### src/rtl/sdram_port_arbiter.sv
// sdram_port_arbiter: shares one byte-wide SDRAM port between CPU and loader.
// Optional ARB_STATS_EN adds saturating per-requester completion counters.
module sdram_port_arbiter #(
  parameter int ADDR_W     = 17,
  parameter int FIFO_DEPTH = 4
) (
  input  logic              clk,
  input  logic              reset,
  input  logic [ADDR_W-1:0] cpu_addr,
  input  logic              cpu_rd,
  input  logic              cpu_wr,
  input  logic [7:0]        cpu_din,
  output logic [7:0]        cpu_dout,
  output logic              cpu_wait,
  input  logic [ADDR_W-1:0] ld_addr,
  input  logic [7:0]        ld_data,
  input  logic              ld_we,
  output logic              ld_full,
  output logic              ld_ovf,
  output logic [ADDR_W-1:0] mem_addr,
  output logic [7:0]        mem_din,
  output logic              mem_oe,
  output logic              mem_we,
  input  logic [7:0]        mem_dout,
  input  logic              mem_done,
`ifdef ARB_STATS_EN
  output logic [15:0]       cpu_grants,
  output logic [15:0]       ld_grants,
`endif
  output logic              busy
);

  localparam int PW = $clog2(FIFO_DEPTH);
  localparam logic [PW:0] FULL_CNT = FIFO_DEPTH[PW:0];
  localparam int EW = ADDR_W + 8;

  typedef enum logic [1:0] {IDLE, CPU_ACC, LD_ACC} state_t;

  state_t            state_q, state_d;
  logic              last_ld_q, last_ld_d;
  logic              req_q;
  logic              cpu_wait_q, cpu_wait_d;
  logic              cpu_we_q, cpu_we_d;
  logic [ADDR_W-1:0] cpu_addr_q, cpu_addr_d;
  logic [7:0]        cpu_din_q, cpu_din_d;
  logic [7:0]        cpu_dout_q, cpu_dout_d;
  logic [ADDR_W-1:0] mem_addr_q, mem_addr_d;
  logic [7:0]        mem_din_q, mem_din_d;
  logic              mem_oe_q, mem_oe_d;
  logic              mem_we_q, mem_we_d;
  logic [EW-1:0]     fifo_q [FIFO_DEPTH];
  logic [PW-1:0]     wr_ptr_q, wr_ptr_d;
  logic [PW-1:0]     rd_ptr_q, rd_ptr_d;
  logic [PW:0]       cnt_q, cnt_d;
  logic              ovf_q, ovf_d;
  logic              cpu_edge, fifo_full, fifo_empty;
  logic              push, pop, cpu_fin, ld_fin;

  assign cpu_edge   = (cpu_rd | cpu_wr) & ~req_q;
  assign fifo_full  = (cnt_q == FULL_CNT);
  assign fifo_empty = (cnt_q == '0);
  assign cpu_fin    = (state_q == CPU_ACC) & mem_done;
  assign ld_fin     = (state_q == LD_ACC) & mem_done;
  assign pop        = ld_fin;
  assign push       = ld_we & (~fifo_full | pop);

  // Loader FIFO bookkeeping; a full push only lands if a pop frees a slot.
  always_comb begin
    wr_ptr_d = wr_ptr_q;
    rd_ptr_d = rd_ptr_q;
    cnt_d    = cnt_q;
    ovf_d    = ovf_q | (ld_we & ~push);
    if (push) wr_ptr_d = wr_ptr_q + 1'b1;
    if (pop)  rd_ptr_d = rd_ptr_q + 1'b1;
    if (push & ~pop)      cnt_d = cnt_q + 1'b1;
    else if (pop & ~push) cnt_d = cnt_q - 1'b1;
  end

  // CPU capture, grant selection and access sequencing.
  always_comb begin
    state_d    = state_q;
    last_ld_d  = last_ld_q;
    cpu_wait_d = cpu_wait_q;
    cpu_we_d   = cpu_we_q;
    cpu_addr_d = cpu_addr_q;
    cpu_din_d  = cpu_din_q;
    cpu_dout_d = cpu_dout_q;
    mem_addr_d = mem_addr_q;
    mem_din_d  = mem_din_q;
    mem_oe_d   = mem_oe_q;
    mem_we_d   = mem_we_q;
    if (cpu_edge && !cpu_wait_q) begin
      cpu_wait_d = 1'b1;
      cpu_we_d   = cpu_wr;
      cpu_addr_d = cpu_addr;
      cpu_din_d  = cpu_din;
    end
    unique case (state_q)
      IDLE: begin
        if (cpu_wait_q && (fifo_empty || last_ld_q)) begin
          state_d    = CPU_ACC;
          last_ld_d  = 1'b0;
          mem_addr_d = cpu_addr_q;
          mem_din_d  = cpu_din_q;
          mem_oe_d   = ~cpu_we_q;
          mem_we_d   = cpu_we_q;
        end else if (!fifo_empty) begin
          state_d   = LD_ACC;
          last_ld_d = 1'b1;
          {mem_addr_d, mem_din_d} = fifo_q[rd_ptr_q];
          mem_we_d  = 1'b1;
        end
      end
      CPU_ACC: begin
        if (mem_done) begin
          state_d    = IDLE;
          mem_oe_d   = 1'b0;
          mem_we_d   = 1'b0;
          cpu_wait_d = 1'b0;
          if (!cpu_we_q) cpu_dout_d = mem_dout;
        end
      end
      LD_ACC: begin
        if (mem_done) begin
          state_d  = IDLE;
          mem_we_d = 1'b0;
        end
      end
      default: state_d = IDLE;
    endcase
  end

  // Control and datapath registers.
  always_ff @(posedge clk) begin
    if (reset) begin
      state_q    <= IDLE;
      last_ld_q  <= 1'b1;
      req_q      <= 1'b0;
      cpu_wait_q <= 1'b0;
      cpu_we_q   <= 1'b0;
      cpu_addr_q <= '0;
      cpu_din_q  <= '0;
      cpu_dout_q <= '0;
      mem_addr_q <= '0;
      mem_din_q  <= '0;
      mem_oe_q   <= 1'b0;
      mem_we_q   <= 1'b0;
      wr_ptr_q   <= '0;
      rd_ptr_q   <= '0;
      cnt_q      <= '0;
      ovf_q      <= 1'b0;
    end else begin
      state_q    <= state_d;
      last_ld_q  <= last_ld_d;
      req_q      <= cpu_rd | cpu_wr;
      cpu_wait_q <= cpu_wait_d;
      cpu_we_q   <= cpu_we_d;
      cpu_addr_q <= cpu_addr_d;
      cpu_din_q  <= cpu_din_d;
      cpu_dout_q <= cpu_dout_d;
      mem_addr_q <= mem_addr_d;
      mem_din_q  <= mem_din_d;
      mem_oe_q   <= mem_oe_d;
      mem_we_q   <= mem_we_d;
      wr_ptr_q   <= wr_ptr_d;
      rd_ptr_q   <= rd_ptr_d;
      cnt_q      <= cnt_d;
      ovf_q      <= ovf_d;
    end
  end

  // FIFO storage; validity is tracked by the pointers, so no reset needed.
  always_ff @(posedge clk) begin
    if (push) fifo_q[wr_ptr_q] <= {ld_addr, ld_data};
  end

`ifdef ARB_STATS_EN
  logic [15:0] cpu_cnt_q, cpu_cnt_d, ld_cnt_q, ld_cnt_d;

  // Saturating completion counters.
  always_comb begin
    cpu_cnt_d = cpu_cnt_q;
    ld_cnt_d  = ld_cnt_q;
    if (cpu_fin && cpu_cnt_q != 16'hFFFF) cpu_cnt_d = cpu_cnt_q + 16'd1;
    if (ld_fin && ld_cnt_q != 16'hFFFF)   ld_cnt_d  = ld_cnt_q + 16'd1;
  end

  // Counter registers.
  always_ff @(posedge clk) begin
    if (reset) begin
      cpu_cnt_q <= '0;
      ld_cnt_q  <= '0;
    end else begin
      cpu_cnt_q <= cpu_cnt_d;
      ld_cnt_q  <= ld_cnt_d;
    end
  end

  assign cpu_grants = cpu_cnt_q;
  assign ld_grants  = ld_cnt_q;
`endif

  assign cpu_dout = cpu_dout_q;
  assign cpu_wait = cpu_wait_q;
  assign ld_full  = fifo_full;
  assign ld_ovf   = ovf_q;
  assign mem_addr = mem_addr_q;
  assign mem_din  = mem_din_q;
  assign mem_oe   = mem_oe_q;
  assign mem_we   = mem_we_q;
  assign busy     = (state_q != IDLE) | ~fifo_empty | cpu_wait_q;

endmodule

### config.mk
export PLATFORM = sky130hd
export DESIGN_NAME = sdram_port_arbiter
export DESIGN_NICKNAME = d
export VERILOG_FILES = /design/src/rtl/sdram_port_arbiter.sv
export SDC_FILE = /design/constraint.sdc
export NUM_CORES = 1
export LEC_CHECK = 0
export BUFFER_PORTS_ARGS = -buffer_cell sky130_fd_sc_hd__buf_2
export CAP_MARGIN = 0
export CORE_UTILIZATION = 60
export DETAILED_ROUTE_END_ITERATION = 8
export GPL_ROUTABILITY_DRIVEN = 0
export PLACE_DENSITY = 0.91
export SLEW_MARGIN = 10
export SYNTH_ARGS = -nofsm -noshare
export SYNTH_HDL_FRONTEND = slang
export SYNTH_SLANG_ARGS = --single-unit
### constraint.sdc
create_clock -name clk -period 6.8 [get_ports clk]
set_input_delay 0 -clock clk [delete_from_list [all_inputs] [get_ports clk]]
set_output_delay 0 -clock clk [all_outputs]
set_load 0.02 [all_outputs]
### Yosys cells after proc, flatten, opt, wreduce, memory -nomap -nowiden

Memories as Yosys holds them, arrays and structs flattened. A register that Yosys moved wholly into a read port is not among the register bits.
Index checks and enable logic that the tools add are counted.

| operators by class | value |
|---|---|
| add/sub/neg operators | 4 |
| eq/ne operators | 8 |
| muxes and demuxes | 24 |
| bitwise operators | 17 |
| reductions and logical operators | 16 |

Operator list:

| operator | count |
|---|---|
| $mux 17 | 2 |
| $mux 8 | 2 |
| $mux 1 | 10 |
| $mux 2 | 5 |
| $reduce_and 3->1 | 3 |
| $reduce_bool 2->1 | 4 |
| $and 1x1->1 | 6 |
| $mux 3 | 2 |
| $not 1->1 | 6 |
| $or 1x1->1 | 5 |
| $add 2x1->2 const B | 2 |
| $ne 2x1->1 const B | 2 |
| $ne 2x2->1 const B | 2 |
| $pmux 1 s2 | 2 |
| $pmux 2 s2 | 1 |
| $reduce_and 2->1 | 2 |
| $add 3x1->3 const B | 1 |
| $eq 3x3->1 const B | 1 |
| $logic_not 3->1 | 1 |
| $ne 3x3->1 const B | 1 |
| $sub 3x1->3 const B | 1 |
| $eq 2x1->1 const B | 1 |
| $eq 2x2->1 const B | 1 |
| $logic_and 1x1->1 | 2 |
| other kinds (4) | 4 |

| storage, ports and cells | value |
|---|---|
| flip-flop bits (word level) | 74 |
| memory bits (writable) | 100 |
| input bits | 64 |
| output and inout bits | 39 |
| word-level logic and storage cells | 86 |
| memories kept | 1 |

Memory list:

| name | words | bits a word | read ports | clocked after Yosys merged registers in | write ports | line | text |
|---|---|---|---|---|---|---|---|
| fifo_q | 4 | 25 | 1 | 1 | 1 | 51 | `logic [EW-1:0] fifo_q [FIFO_DEPTH];` |

### Depth between registers and ports, before layout

| depth | value |
|---|---|
| depth in word-level cells | 8 |
| gate-level depth with buffers | 10 |
| depth with buffers taken out | 10 |

### Worst setup path before layout

Ideal clock, no wire load.

| timing path | value |
|---|---|
| kind | register to register |
| start point | register state_q[0] |
| end point | register cnt_q[2] |
| library setup time | 70 ps |
| arrival | 2,159 ps |
| data required time | 6,730 ps |
| slack | 4,570 ps |
| cell stages (with the launch flop) | 11 |
| buffers on the path | 0 |
| period minus slack after synthesis | 2,230 ps |
| cells stage by stage | dfxtp_1 -> inv_1 -> ha_1 -> nand2_1 -> a31oi_2 -> ha_1 -> inv_1 -> fa_1 -> xor2_1 -> or3_1 -> a21oi_1 |

| between the ends | value |
|---|---|
| word-level cells in the longest chain between the ends | 7 |
| elaborated cells between the ends (all ways) | 10 |
| those cells by class | eq/ne (1); mux (1); bitwise (7); reduce/logical (1) |

RTL lines:

| item | line | text |
|---|---|---|
| from (decl) | 39 | `state_t state_q, state_d;` |
| from (signal assigned) | 153 | `state_q <= state_d;` |
| $eq 2x2->1 (*) | 63 | `assign ld_fin = (state_q == LD_ACC) & mem_done;` |
| $and 1x1->1 (*) | 63 |  |
| $or 1x1->1 (*) | 65 | `assign push = ld_we & (~fifo_full \| pop);` |
| $and 1x1->1 (*) | 65 |  |
| net push | 57 | `logic push, pop, cpu_fin, ld_fin;` |
| $not 1->1 | 76 | `else if (pop & ~push) cnt_d = cnt_q - 1'b1;` |
| $and 1x1->1 | 76 |  |
| $reduce_bool 2->1 (no source line) | - |  |
| to (signal assigned) | 167 | `cnt_q <= cnt_d;` |
| to (decl) | 54 | `logic [PW:0] cnt_q, cnt_d;` |

The timed path passes the listed nets; every way through them passes the cells marked *.
A chain may end at the register's enable or synchronous reset.

### Worst setup path in the final report

Same ends and word-level chain as after synthesis.

==> out/metrics.csv <==
stage;metric;value;unit
logic_synthesis;synthesized area;0.00670;mm^2
sta;worst rel slew slack;18.3;%
job;Max-cap violations;0;
die;chip height;108;um
critical_path;Critical R2R Capture;cnt_q[2]$_SDFFE_PP0P_;
cells_and_area;post-route cell area;0.00849;mm^2
critical_path;CP Cell Sequence;inv_1 -> ha_1 -> nand2_1 -> a31oi_2 -> ha_1 -> inv_1 -> fa_1 -> xor2_1 -> or3_1 -> a21oi_1;
cells_and_area;fillcell total;576;
critical_path;CP Capture Type;register;
cells_and_area;FF+latch area;0.00453;mm^2
logic_synthesis;Synth Instances;513;
grt;GRT Residual Overflow;0;
cells_and_area;nets;745;
clock_network;Longest Clk Path Bufs;2;
route;total routed wirelength;17400;um
min_path;Hold Path Stages;2;
sta;max-slew violation count;0;
die;starting density of the core;61.8;%
clock_network;Hold-fix buffers, CTS;63;
sta;Worst Skew;7.56;ps
logic_synthesis;Syn Nets;586;
cells_and_area;layout cell share with drive strength beyond 1;24.7;%
logic_synthesis;dominant cell type by area after synthesis;edfxtp_1;
cells_and_area;area of the multi-input gates;0.00200;mm^2
critical_path;Buf/Inv on CP;2;
sta;Peak Freq;0.362;GHz
sta;Fin. Hold Viols;0;
place;HPWL after detailed placement;9650;um
critical_path;worst stage delay on the critical path;460;ps
grt;initial antenna violation count;0;
logic_synthesis;Avg Cell Area, Syn;13.1;um^2
grt;vias in the first global route;5009;
clock_network;root buffer cell;clkbuf_8;
cells_and_area;most common cell after layout, fill and taps aside;buf_2;
critical_path;crit path kind;reg -> reg;
clock_network;clock latency on the worst-skew pair;530;ps
clock_network;CTS Buf Count;17;
outcome;outcome;finished, final reports clean;
clock_network;htree depth;4;
place;I/O Buffers;102;
die;DIE WIDTH;108;um
sta;Setup violations, final;0;
logic_synthesis;sequential share of the synthesized area;67.5;%
cells_and_area;fin util;78.3;%
sta;setup TNS;0;ps
clock_network;Post-CTS Setup Inserts;0;
min_path;HP Class;in -> reg;
route;Detail Route Antenna Nets;0;
die;Die ar.;0.0116;mm^2
min_path;Worst Hold Launch;reset;
clock_network;CTS Sinks;176;
critical_path;Reg-to-Reg Start;state_q[0]$_SDFFE_PP0P_;
sta;hold slack;78.3;ps
route;drt initial violations;539;
route;Vias;5047;
route;drt drc;0;
sta;minimum clock period;2760;ps
die;core area;0.0108;mm^2
critical_path;WP data arrival;3210;ps
critical_path;R2R setup slack;4040;ps
clock_network;cts repair resizes;0;
sta;Final period util;40.6;%
pwr;Leak;3.22;nW
place;dpl cell area;0.00730;mm^2
clock_network;Clk pin slew, worst setup/hold paths;70;ps
logic_synthesis;Synth top area share;44.8;%
cells_and_area;antenna fix cells;0;
grt;largest net degree at the start of global routing;49;
cells_and_area;P&R area growth vs syn;26.6;%
cells_and_area;most used cells in the layout excluding fill and tap cells;buf_2 (102), edfxtp_1 (100), a21oi_1 (86);
critical_path;Worst EP required;7250;ps
grt;global-route wire length before repair;26500;um
logic_synthesis;FF+latch count, synth;176;
pwr;Peak VDD IR;217;uV
sta;Slew @ Worst Pin;1220;ps
pwr;P per Cell Area;394;mW/mm^2
die;Rows;38;
clock_network;CTS tree;done;
critical_path;R2R cell count;10;
critical_path;startpoint types;register;
logic_synthesis;Yosys cell types;38;
route;Pre-antenna DRT Iters;5;
route;via/cell ratio;6.12;
logic_synthesis;Area contributors post-synth;edfxtp_1 (45%), dfxtp_1 (23%), mux4_2 (8.4%);
critical_path;CP delay by family, top;adder cells;
die;Ports;103;
route;WL/cell;21.1;um
logic_synthesis;Synth Warn #;0;
critical_path;slowest CP cell;a31oi_2;
min_path;Hold Crit Endpoint;req_q$_SDFF_PP0_;
grt;Tot GR Track Use;31.5;%
sta;RSZ-0062 raised after global routing;no;
critical_path;Max FO, Critical Path;7;
==> how the worst max path moves through the flow <==
stage	start	end	depth (start not counted)
after global routing	cpu_wait$_SDFF_PP0_	mem_addr[11]$_SDFFE_PP0P_	4
after CTS	state_q[0]$_SDFFE_PP0P_	cnt_q[2]$_SDFFE_PP0P_	10
after detailed placement	state_q[0]$_SDFFE_PP0P_	cnt_q[2]$_SDFFE_PP0P_	10
after global placement	cpu_wait$_SDFF_PP0_	mem_we$_SDFFE_PP0P_	4
final	state_q[0]$_SDFFE_PP0P_	cnt_q[2]$_SDFFE_PP0P_	10
after floorplan	state_q[0]$_SDFFE_PP0P_	cnt_q[2]$_SDFFE_PP0P_	10
==> worst reg2reg max path, stage by stage (launching register included) <==
cell and delay, ps:
dfxtp_1 330, inv_1 90, ha_1 200, nand2_1 170, a31oi_2 460, ha_1 300, inv_1 80, fa_1 390
xor2_1 170, or3_1 310, a21oi_1 170
==> routing by layer <==
| layer | track usage [%] | wire length, um | part of all wire, % |
|---|---|---|---|
| met2 | 52.1 | 8670 | 50 |
| met1 | 37.5 | 6230 | 36 |
| met4 | 17.8 | 954 | 5.5 |
| met5 | 0 | 0 | 0 |
| met3 | 8.17 | 1590 | 9.1 |
==> cells in the mapped netlist (all sizes together) <==
library cell and number:
xor2 4, nor2b 2, a22oi 1, mux4 25, or4b 1, and3 1, o41ai 1, ha 8
a31oi 3, xnor2 1, clkbuf 18, inv 8, o221a 1, buf 14, edfxtp 100, o21a 1
nand2 74, o211ai 1, nor2 16, or3 2, dfxtp 76, o21ai 27, and2 5, nor4 1
a21o 1, mux2i 3, a32oi 1, nand3 28, fa 1, a21oi 86, nand2b 1, nor3 1
==> state kept, by name, summed over array words and instances, names as in the netlist, named ones only <==
register    count
mem_din         8
cpu_din_q       8
wr_ptr_q        2
cpu_dout        8
mem_oe          1
state_q         2
req_q           1
rd_ptr_q        2
cpu_wait        1
last_ld_q       1
ld_ovf          1
mem_we          1
mem_addr       17
fifo_q        100
cnt_q           3
cpu_addr_q     17
cpu_we_q        1
==> final cells by class <==
type                    instances  area share, %
flip-flops and latches        176           53.3
well taps                     140           2.06
clock buffers                  18           4.92
repair buffers                172           14.1
inverters                       8          0.354
clock inverters                14           1.65
multi-input cells             297           23.6
==> kinds of logic after synthesis <==
group	synth area share, %
AO/OA/AOI/OAI	9.80
AND/OR/NAND/NOR	8.63
adder cells (fa/ha/maj)	1.79
buffers and inverters	2.74
XOR/XNOR	0.654
flip-flops	67.5
multiplexers	8.85
==> stage by stage <==
step	cells	total power, W	worst slack (ps)
finish	825	0.00335	4040
floorplan	513	0.00205	4570
global placement	730	0.00227	4360
detailed placement	730	0.00233	4240
CTS	825	0.00330	4140
global route	825	0.00348	3800
==> report_power, final <==
group          total [W]  internal [W]  switching [W]  leakage [nW]
registers        0.00143       0.00131       0.000127          1.54
logic           0.000991      0.000362       0.000628          1.41
clock network   0.000923      0.000521       0.000401         0.268
total            0.00335       0.00219        0.00116          3.22
Note: power is estimated with default switching activity, not from simulation.
